[src/rtl/skew_column_feeder_if.sv]
// skew_column_feeder_if
//   Bundles the column-feeder handshake and data buses.
//   master : the side that loads columns, starts tiles and applies stall
//            (drives wr_valid, wr_data, start, len, stall).
//   slave  : the feeder itself (drives wr_ready, out, out_enable, busy,
//            done, count).
//   Lane i of wr_data/out sits at bits [DATA_WIDTH*(i+1)-1 -: DATA_WIDTH].
interface skew_column_feeder_if #(
  parameter int HEIGHT     = 4,
  parameter int DATA_WIDTH = 16,
  parameter int DEPTH      = 8
);
  localparam int W  = DATA_WIDTH * HEIGHT;
  localparam int CW = $clog2(DEPTH + 1);

  logic          wr_valid;
  logic [W-1:0]  wr_data;
  logic          wr_ready;
  logic          start;
  logic [CW-1:0] len;
  logic          stall;
  logic [W-1:0]  out;
  logic          out_enable;
  logic          busy;
  logic          done;
  logic [CW-1:0] count;

  modport master (
    output wr_valid, wr_data, start, len, stall,
    input  wr_ready, out, out_enable, busy, done, count
  );

  modport slave (
    input  wr_valid, wr_data, start, len, stall,
    output wr_ready, out, out_enable, busy, done, count
  );
endinterface

[src/rtl/skew_column_feeder.sv]
// skew_column_feeder
//   Buffers a matrix tile column by column, then replays it one HEIGHT-lane
//   column per cycle into the input skew shifter array. After the last
//   column, HEIGHT-1 zero columns are driven so the deepest skew lane
//   drains. A stall input freezes the stream without losing columns.
//
// Ports
//   clk  : single clock, rising edge
//   rst  : synchronous active-high reset
//   bus  : skew_column_feeder_if.slave (write side, start/len, stall,
//          out/out_enable, busy/done, count)
//
// Build option
//   SKEW_FEEDER_FLUSH_EN : when defined, the FLUSH state emits HEIGHT-1
//   zero columns after the tile. When undefined, STREAM goes straight to
//   DONE and the skew array has to be drained externally.
//
// state  | meaning
// -------+--------------------------------------------------------------
// IDLE   | accepting column writes, waiting for start
// STREAM | replaying buffered column rd_ptr, advancing when not stalled
// FLUSH  | driving zero columns until the deepest skew lane has drained
// DONE   | one-cycle completion pulse, buffer emptied
module skew_column_feeder #(
  parameter int HEIGHT     = 4,
  parameter int DATA_WIDTH = 16,
  parameter int DEPTH      = 8
) (
  input logic               clk,
  input logic               rst,
  skew_column_feeder_if.slave bus
);
  localparam int W  = DATA_WIDTH * HEIGHT;
  localparam int CW = $clog2(DEPTH + 1);
  // Buffer address width; one bit minimum so DEPTH=1 still has an index.
  localparam int AW = (DEPTH > 1) ? $clog2(DEPTH) : 1;
`ifdef SKEW_FEEDER_FLUSH_EN
  localparam int FW = (HEIGHT > 2) ? $clog2(HEIGHT - 1) : 1;
`endif

  typedef enum logic [1:0] {
    S_IDLE   = 2'd0,
    S_STREAM = 2'd1,
    S_FLUSH  = 2'd2,
    S_DONE   = 2'd3
  } state_t;

  state_t        state_q;
  logic [CW-1:0] count_q;
  logic [AW-1:0] rd_ptr_q;
  logic [CW-1:0] len_q;
  logic [W-1:0]  buf_q [2**AW];
`ifdef SKEW_FEEDER_FLUSH_EN
  logic [FW-1:0] flush_q;
`endif

  logic          wr_ready_d;
  logic [W-1:0]  out_d;
  logic          out_enable_d;
  logic [CW-1:0] eff_len_d;

  // Requested length clamped to what is actually buffered.
  assign eff_len_d = (bus.len < count_q) ? bus.len : count_q;

  always_comb begin
    wr_ready_d   = !rst && (state_q == S_IDLE) && (count_q < CW'(DEPTH)) && !bus.start;
    out_d        = '0;
    out_enable_d = 1'b0;
    case (state_q)
      S_STREAM: begin
        out_d        = buf_q[rd_ptr_q];
        out_enable_d = !bus.stall;
      end
      S_FLUSH: begin
        out_enable_d = !bus.stall;
      end
      default: begin
        out_d        = '0;
        out_enable_d = 1'b0;
      end
    endcase
  end

  assign bus.wr_ready   = wr_ready_d;
  assign bus.out        = out_d;
  assign bus.out_enable = out_enable_d;
  assign bus.busy       = (state_q != S_IDLE);
  assign bus.done       = (state_q == S_DONE);
  assign bus.count      = count_q;

  always_ff @(posedge clk) begin
    if (rst) begin
      state_q  <= S_IDLE;
      count_q  <= '0;
      rd_ptr_q <= '0;
      len_q    <= '0;
`ifdef SKEW_FEEDER_FLUSH_EN
      flush_q  <= '0;
`endif
    end else begin
      // wr_ready already restricts writes to IDLE with room and no start.
      if (bus.wr_valid && wr_ready_d) begin
        buf_q[count_q[AW-1:0]] <= bus.wr_data;
        count_q                <= count_q + CW'(1);
      end

      case (state_q)
        S_IDLE: begin
          if (bus.start) begin
            len_q    <= eff_len_d;
            rd_ptr_q <= '0;
            state_q  <= (eff_len_d == '0) ? S_DONE : S_STREAM;
          end
        end

        S_STREAM: begin
          if (!bus.stall) begin
            if (CW'(rd_ptr_q) == len_q - CW'(1)) begin
              rd_ptr_q <= '0;
`ifdef SKEW_FEEDER_FLUSH_EN
              // Down-counter: terminal count 0 marks the last zero column.
              flush_q  <= FW'(HEIGHT - 2);
              state_q  <= S_FLUSH;
`else
              state_q  <= S_DONE;
`endif
            end else begin
              rd_ptr_q <= rd_ptr_q + AW'(1);
            end
          end
        end

`ifdef SKEW_FEEDER_FLUSH_EN
        S_FLUSH: begin
          if (!bus.stall) begin
            if (flush_q == '0) begin
              state_q <= S_DONE;
            end else begin
              flush_q <= flush_q - FW'(1);
            end
          end
        end
`endif

        S_DONE: begin
          // Any columns beyond the streamed length are dropped here.
          count_q <= '0;
          state_q <= S_IDLE;
        end

        default: begin
          state_q <= S_IDLE;
        end
      endcase
    end
  end
endmodule

[src/flat_wrapper.sv]
// flat-port wrapper written by rule: the top's interface ports become plain ports
module skew_column_feeder_flat 
#(
  parameter int HEIGHT     = 4,
  parameter int DATA_WIDTH = 16,
  parameter int DEPTH      = 8
)
  (clk, rst, bus_wr_valid, bus_wr_data, bus_start, bus_len, bus_stall, bus_wr_ready, bus_out, bus_out_enable, bus_busy, bus_done, bus_count);
  skew_column_feeder_if #(.HEIGHT(HEIGHT), .DATA_WIDTH(DATA_WIDTH), .DEPTH(DEPTH)) bus_i ();
  input logic clk;
  input logic rst;
  input wire logic [$bits(bus_i.wr_valid)-1:0] bus_wr_valid;
  input wire logic [$bits(bus_i.wr_data)-1:0] bus_wr_data;
  input wire logic [$bits(bus_i.start)-1:0] bus_start;
  input wire logic [$bits(bus_i.len)-1:0] bus_len;
  input wire logic [$bits(bus_i.stall)-1:0] bus_stall;
  output wire logic [$bits(bus_i.wr_ready)-1:0] bus_wr_ready;
  output wire logic [$bits(bus_i.out)-1:0] bus_out;
  output wire logic [$bits(bus_i.out_enable)-1:0] bus_out_enable;
  output wire logic [$bits(bus_i.busy)-1:0] bus_busy;
  output wire logic [$bits(bus_i.done)-1:0] bus_done;
  output wire logic [$bits(bus_i.count)-1:0] bus_count;
  assign bus_i.wr_valid = bus_wr_valid;
  assign bus_i.wr_data = bus_wr_data;
  assign bus_i.start = bus_start;
  assign bus_i.len = bus_len;
  assign bus_i.stall = bus_stall;
  assign bus_wr_ready = bus_i.wr_ready;
  assign bus_out = bus_i.out;
  assign bus_out_enable = bus_i.out_enable;
  assign bus_busy = bus_i.busy;
  assign bus_done = bus_i.done;
  assign bus_count = bus_i.count;
  skew_column_feeder #(.HEIGHT(HEIGHT), .DATA_WIDTH(DATA_WIDTH), .DEPTH(DEPTH)) u_core (.clk(clk), .rst(rst), .bus(bus_i));
endmodule
[config.mk]
export PLATFORM = sky130hd
export DESIGN_NAME = skew_column_feeder_flat
export DESIGN_NICKNAME = d
export VERILOG_FILES = /design/src/rtl/skew_column_feeder_if.sv /design/src/rtl/skew_column_feeder.sv /design/src/flat_wrapper.sv
export SDC_FILE = /design/constraint.sdc
export NUM_CORES = 1
export LEC_CHECK = 0
export ABC_AREA = 1
export ABC_CLOCK_PERIOD_IN_PS = 16840
export CAP_MARGIN = 0
export CORE_MARGIN = 1.5
export CORE_UTILIZATION = 35
export DETAILED_ROUTE_END_ITERATION = 10
export GPL_TIMING_DRIVEN = 0
export PLACE_DENSITY_LB_ADDON = 0.08
export SLEW_MARGIN = 40
export SYNTH_ARGS = -nofsm -noshare
export SYNTH_HDL_FRONTEND = slang
export SYNTH_SLANG_ARGS = --single-unit
[constraint.sdc]
create_clock -name clk -period 16.84 [get_ports clk]
set_clock_uncertainty 0.15 [all_clocks]
set_input_delay 2.526 -clock clk [delete_from_list [all_inputs] [get_ports clk]]
set_output_delay 2.526 -clock clk [all_outputs]
set_load 0.01 [all_outputs]
==> summary.txt, run 1 <==
Detailed routing
  • Total Routed Length: 61,000 um
  • DRC Markers: 0
  • Via count: 13,800
  • Average routed wire per standard cell: 22.6 um
  • Vias/cell: 5.12
  • DR pass1 iterations: 5
  • Post-route ant nets: 0
  • Number of DRC markers in iteration 0: 1,044

Layout
  • Register area: 15,700 um^2
  • Multi-input logic area: 4900 um^2
  • Non-filler instance count after layout: 2,694
  • Commonest non-fill, non-tap cell in the layout: nor2_1
  • Most frequent cells in the layout: nor2_1, edfxtp_1, o21ai_0
  • Fillers: 5,439
  • Area grow syn2layout: 23.3%
  • Layout cells sized above 1: 0.131
  • Final net count: 1,956
  • Ant diodes: 0

Timing
  • RSZ-0062 raised after global routing: no
  • Fmax: 149 MHz
  • Setup ws final: 10.11 ns
  • Final Hold Vio Count: 0
  • Final period util: 0.399
  • Slew @ Worst Pin: 0.841 ns
  • Final min period: 6.73 ns
  • Relative slew slack: 0.439
  • Final setup viols: 0
  • Setup TNS: 0 ns
  • Final slew viol count: 0

Clocking
  • CTS resizes: 0
  • CTS max path bufs: 3
  • H-tree levels: 2
  • CTS tree: done
  • Root Buffer: clkbuf_16
  • Clk Latency, worst-skew pair: 0.60 ns
  • TritonCTS Buffers: 58
  • CTS clock-pin slew for the worst setup and hold paths: 0.06 ns
  • Hold_buf cts: 0
  • Post-CTS Setup Inserts: 0
  • Clock Sinks: 528

Setup path
  • CP max-delay cell: clkdlybuf4s50_1
  • Largest stage delay on the critical path: 0.58 ns
  • Crit path cell chain: clkdlybuf4s50_1 -> or2_1 -> nor3_4 -> clkdlybuf4s50_1
  • Worst path required time: 14.16 ns
  • Max FO, Critical Path: 3
  • Crit. End Element: primary output
  • Critical path class: in2out
  • CP arrival: 4.05 ns
  • Crit start category: input port
  • Most common cell on crit path: clkdlybuf4s50_1

Floorplan
  • Die area: 62,000 um^2
  • Initial Utilization: 0.357
  • Core Region: 59,400 um^2
  • Horiz. Die Dim: 249 um
  • Site row count: 89
  • Die height: 249 um
  • I/O Pins: 145

Synthesis
  • Synthesized Nets: 1,676
  • Syn avg cell area: 13.3 um^2
  • Synth cell types: 31
  • Post-Syn Area: 21,200 um^2
  • Synth warn: 0
  • Register bit total from synthesis: 528
  • Seq/Total Area, Yosys: 0.741
  • Post-Syn Instances: 1,593

Power
  • Net load switching power: 1060 uW
  • Cell-internal power: 2480 uW
  • Clock Power Share: 0.342
  • Switch share: 0.300
  • Overall power: 3540 uW
  • Leak: 0.00878 uW
  • Power Density: 135 nW/um^2
  • Seq pwr share: 0.418
  • Worst VDD drop: 0.0771 mV
  • Comb power frac: 0.240

Worst hold path
  • Worst Hold Class: reg2reg

GRT
  • Pin count of the biggest net entering global routing: 35
  • Vias in the first global route: 14,000
  • First-pass GRT wire length: 90,900 um
  • Tot GR Track Use: 0.196
  • Initial antenna violation count: 3
  • Total grt overflow: 0

Place
  • RePlAce Congestion: 0.741
  • IO Port Bufs: 144
  • DP Cell Count: 2,586
  • Post-DP HPWL: 40,300 um
  • Dpl ws: 10.10 ns

Outcome
  • Status: complete, no violations

Flow run
  • Max_cap viols: 0
path summary, 6_finish.rpt:
check,from,end,slack (ns),depth (start not counted)
max,bus_start,bus_wr_ready,10.11,4
max reg2reg,u_core.state_q[1],u_core.buf_q[5][28],13.44,13
min,u_core.len_q[1],u_core.len_q[1],0.35,2
min reg2reg,u_core.len_q[1],u_core.len_q[1],0.35,2
sequential cells by signal (all words and copies together), names as in the netlist, named ones only:
| signal | cells |
|---|---|
| u_core.buf_q | 512 |
| u_core.bus.count | 4 |
| u_core.state_q | 2 |
| u_core.len_q | 4 |
| u_core.rd_ptr_q | 3 |
cell families after synthesis:
| group | count (synthesis) | share of synthesized area |
|---|---|---|
| and+or+nand+nor | 583 | 0.106 |
| DFF | 528 | 0.741 |
| AOI/OAI and AO/OA | 336 | 0.117 |
| buffers and inverters | 133 | 0.0288 |
| adders and majority gates | 10 | 0.00591 |
| xor gates and xnor gates | 3 | 0.00124 |
through the flow:
step                utilization  hold slack [ns]  area (um^2)
finish                    0.440            0.349        26100
global route              0.440            0.369        26100
detailed placement        0.410            0.339        24300
global placement          0.397            0.338        23600
CTS                       0.440            0.354        26100
floorplan                     -            0.315        21200
synth_stat cells:
library cell,number,area [um^2]
a211oi_1,1,7.51
dfxtp_1,16,320
clkbuf_1,60,225
nand3_1,10,50.1
buf_8,2,30.0
nor3b_1,1,7.51
inv_2,1,3.75
edfxtp_1,512,15400
nor2_1,525,1970
xor2_1,3,26.3
ha_1,10,125
nand3b_1,1,7.51
buf_1,4,15.0
clkinv_1,1,3.75
o32ai_1,88,771
o21ai_0,158,791
buf_6,5,56.3
nand2_2,1,6.26
or2_1,1,6.26
nor3_4,1,16.3
buf_4,4,30.0
nor3_1,6,30.0
o21ai_1,37,185
inv_1,27,101
nand4_1,1,6.26
nand2_1,34,128
o211ai_1,3,22.5
o32ai_2,40,651
buf_2,29,145
a21oi_1,9,45.0
or2_2,2,12.5
worst max-delay path, delay by kind of cell:
kind	cells	cell delay, ns
buf+inv	2	1.04
simple gates	2	0.49
cell type report:
type	instances	area share
clock inverters	36	0.0102
clock buffers	72	0.0584
repair buffers	220	0.0817
multi-input cells	932	0.188
well taps	773	0.0370
plain buffers	104	0.0194
flip-flops and latches	528	0.601
inverters	29	0.00436
metal layers:
layer / GRT usage / routed length, um / up-vias
li1: - / - / 6435
met1: 0.277 / 28700 / 6914
met2: 0.314 / 28200 / 339
met3: 0.0301 / 2870 / 92
met4: 0.0526 / 1210 / 6
met5: 0 / 40 / -
power by group through the flow:
| stage | Sequential [uW] | Combinational, uW | Clock [uW] |
|---|---|---|---|
| after floorplan | 1510 | 485 | 0 |
| after global placement | 1510 | 846 | 0 |
| after detailed placement | 1510 | 858 | 0 |
| after CTS | 1480 | 861 | 1240 |
| after global routing | 1480 | 929 | 1280 |
| final | 1480 | 848 | 1210 |
(Power assumes the default switching activity.)
==> run 2, diff against run 1 <==
Settings changed: ABC_CLOCK_PERIOD_IN_PS 16840 to 6500.
Clock period 16.84 ns to 6.5 ns, I/O delays scaled along.
==> summary.txt, run 2 (synthesized netlist as in run 1, its figures left out) <==
Place
  • Dpl ws: 2.21 ns
  • Post-DP HPWL: 39,900 um
  • DP Area: 24,400 um^2
  • IO Port Bufs: 144
  • RePlAce Congestion: 0.741

Detailed routing
  • Post-route ant nets: 0
  • DR pass1 iterations: 5
  • Average routed wire per standard cell: 22.6 um
  • Total Routed Length: 60,600 um
  • Number of DRC markers in iteration 0: 936
  • Total length of routed met2 wires: 28,500 um
  • Met3 routed WL: 2790 um
  • Top sig layer: met5
  • DRT met1 WL: 28,100 um
  • Via count: 13,700
  • Vias/cell: 5.09
  • DRC Markers: 0

Timing
  • Final slew viol count: 0
  • Final min period: 4.76 ns
  • Fin Hold WS: 0.359 ns
  • Final period util: 0.733
  • Final Hold Vio Count: 0
  • Slew @ Worst Pin: 0.815 ns
  • Setup ws final: 1.74 ns
  • Relative slew slack: 0.457
  • RSZ-0062 raised after global routing: no
  • Final setup viols: 0
  • Fmax: 210 MHz

Power
  • Leak: 0.00872 uW
  • Power Density: 348 nW/um^2
  • Worst VDD drop: 0.197 mV

Layout
  • Fillers: 5,402
  • Final net count: 1,944
  • Area grow syn2layout: 23.4%
  • Commonest non-fill, non-tap cell in the layout: nor2_1
  • Most frequent cells in the layout: nor2_1, edfxtp_1, o21ai_0
  • Ant diodes: 0
  • Layout cells sized above 1: 0.122
  • Final instance area: 26,100 um^2
  • Multi-input logic area: 4920 um^2
  • Register area: 15,700 um^2
  • Largest register FFs: 512

Clocking
  • CTS clock-pin slew for the worst setup and hold paths: 0.06 ns
  • TritonCTS Buffers: 58
  • CTS resizes: 0
  • Hold_buf cts: 0
  • H-tree levels: 2
  • Clk Latency, worst-skew pair: 0.61 ns
  • Root Buffer: clkbuf_16
  • Post-CTS Setup Inserts: 0
  • Clock Sinks: 528
  • CTS max path bufs: 3
  • CTS tree: done

Setup path
  • CP bufs+invs: 4
  • Crit path cell chain: inv_1 -> ha_1 -> clkbuf_1 -> clkbuf_1 -> o21ai_0 -> nor2_1 -> clkdlybuf4s50_1
  • Crit start category: register
  • Most common cell on crit path: clkbuf_1
  • Max FO, Critical Path: 10
  • Reg2Reg Setup Slack: 3.03 ns
  • Crit. End Element: primary output
  • CP arrival: 3.64 ns
  • Critical path class: reg2out
  • CP max-delay cell: clkbuf_1
  • Largest stage delay on the critical path: 0.59 ns
  • Worst path required time: 5.37 ns
  • CP top delay family: buffers and inverters

Floorplan
  • Core Region: 59,400 um^2
  • Initial Utilization: 0.357
  • Site row count: 89
  • Die height: 249 um
  • I/O Pins: 145
  • Die area: 62,000 um^2
  • Horiz. Die Dim: 249 um

Flow run
  • Max_cap viols: 0

GRT
  • Total grt overflow: 0
  • Vias in the first global route: 14,000
  • Tot GR Track Use: 0.194
  • Pin count of the biggest net entering global routing: 37
  • First-pass GRT wire length: 90,100 um
  • Initial antenna violation count: 1

Worst hold path
  • Worst Hold Class: reg2reg

Outcome
  • Status: complete, no violations
[run 2: cell count changes in the layout (fill, tap and decap cells not counted), moves of 2 or more]
cell and delta:
nor3_2 -3, clkbuf_1 +9, nor3_4 +3, clkinv_2 -5
bufinv_16 -2, buf_16 +2, clkinv_1 -2, buf_6 +19
buf_4 -22, buf_2 -11
[run 2: tightest hold or removal path, stage by stage, from the launching register on]
cell	delay (ns)
dfxtp_1	0.33
o211ai_1	0.10
inv_1	0.06
[run 2: metrics by stage]
step                      std cells  utilization  total power [uW]  setup TNS (ns)
after floorplan                1593            -              5160          -41.66
after global placement         2510        0.398              6100        -1342.01
after detailed placement       2574        0.411              6120               0
after CTS                      2684        0.440              9180               0
after global routing           2684        0.440              9490               0
final                          2684        0.440              9090               0
[run 2: report_power, final]
group | internal (uW) | switching, uW | leakage, uW
Clock | 1740 | 1320 | 0.000850
Combinational | 807 | 1390 | 0.00313
Sequential | 3800 | 31.1 | 0.00474
[run 2: worst paths after layout]
path | from | to | cells past startpoint
worst max-delay path | u_core.state_q[1] | bus_out[44] | 7
worst max register to register | u_core.state_q[1] | u_core.buf_q[1][19] | 15
worst min-delay path | u_core.len_q[1] | u_core.len_q[1] | 2
worst min register to register | u_core.len_q[1] | u_core.len_q[1] | 2
[run 2: final cells by class]
cell class | count | share of cell area
inverters | 29 | 0.00436
clock inverters | 28 | 0.00733
well taps | 773 | 0.0370
plain buffers | 104 | 0.0194
repair buffers | 208 | 0.0835
multi-input cells | 932 | 0.188
clock buffers | 82 | 0.0594
flip-flops and latches | 528 | 0.601
[run 2: layer usage]
metal,track usage,vias to the layer above
met4,0.0529,2
met2,0.315,355
li1,-,6412
met1,0.272,6820
met3,0.0293,84
met5,0,-
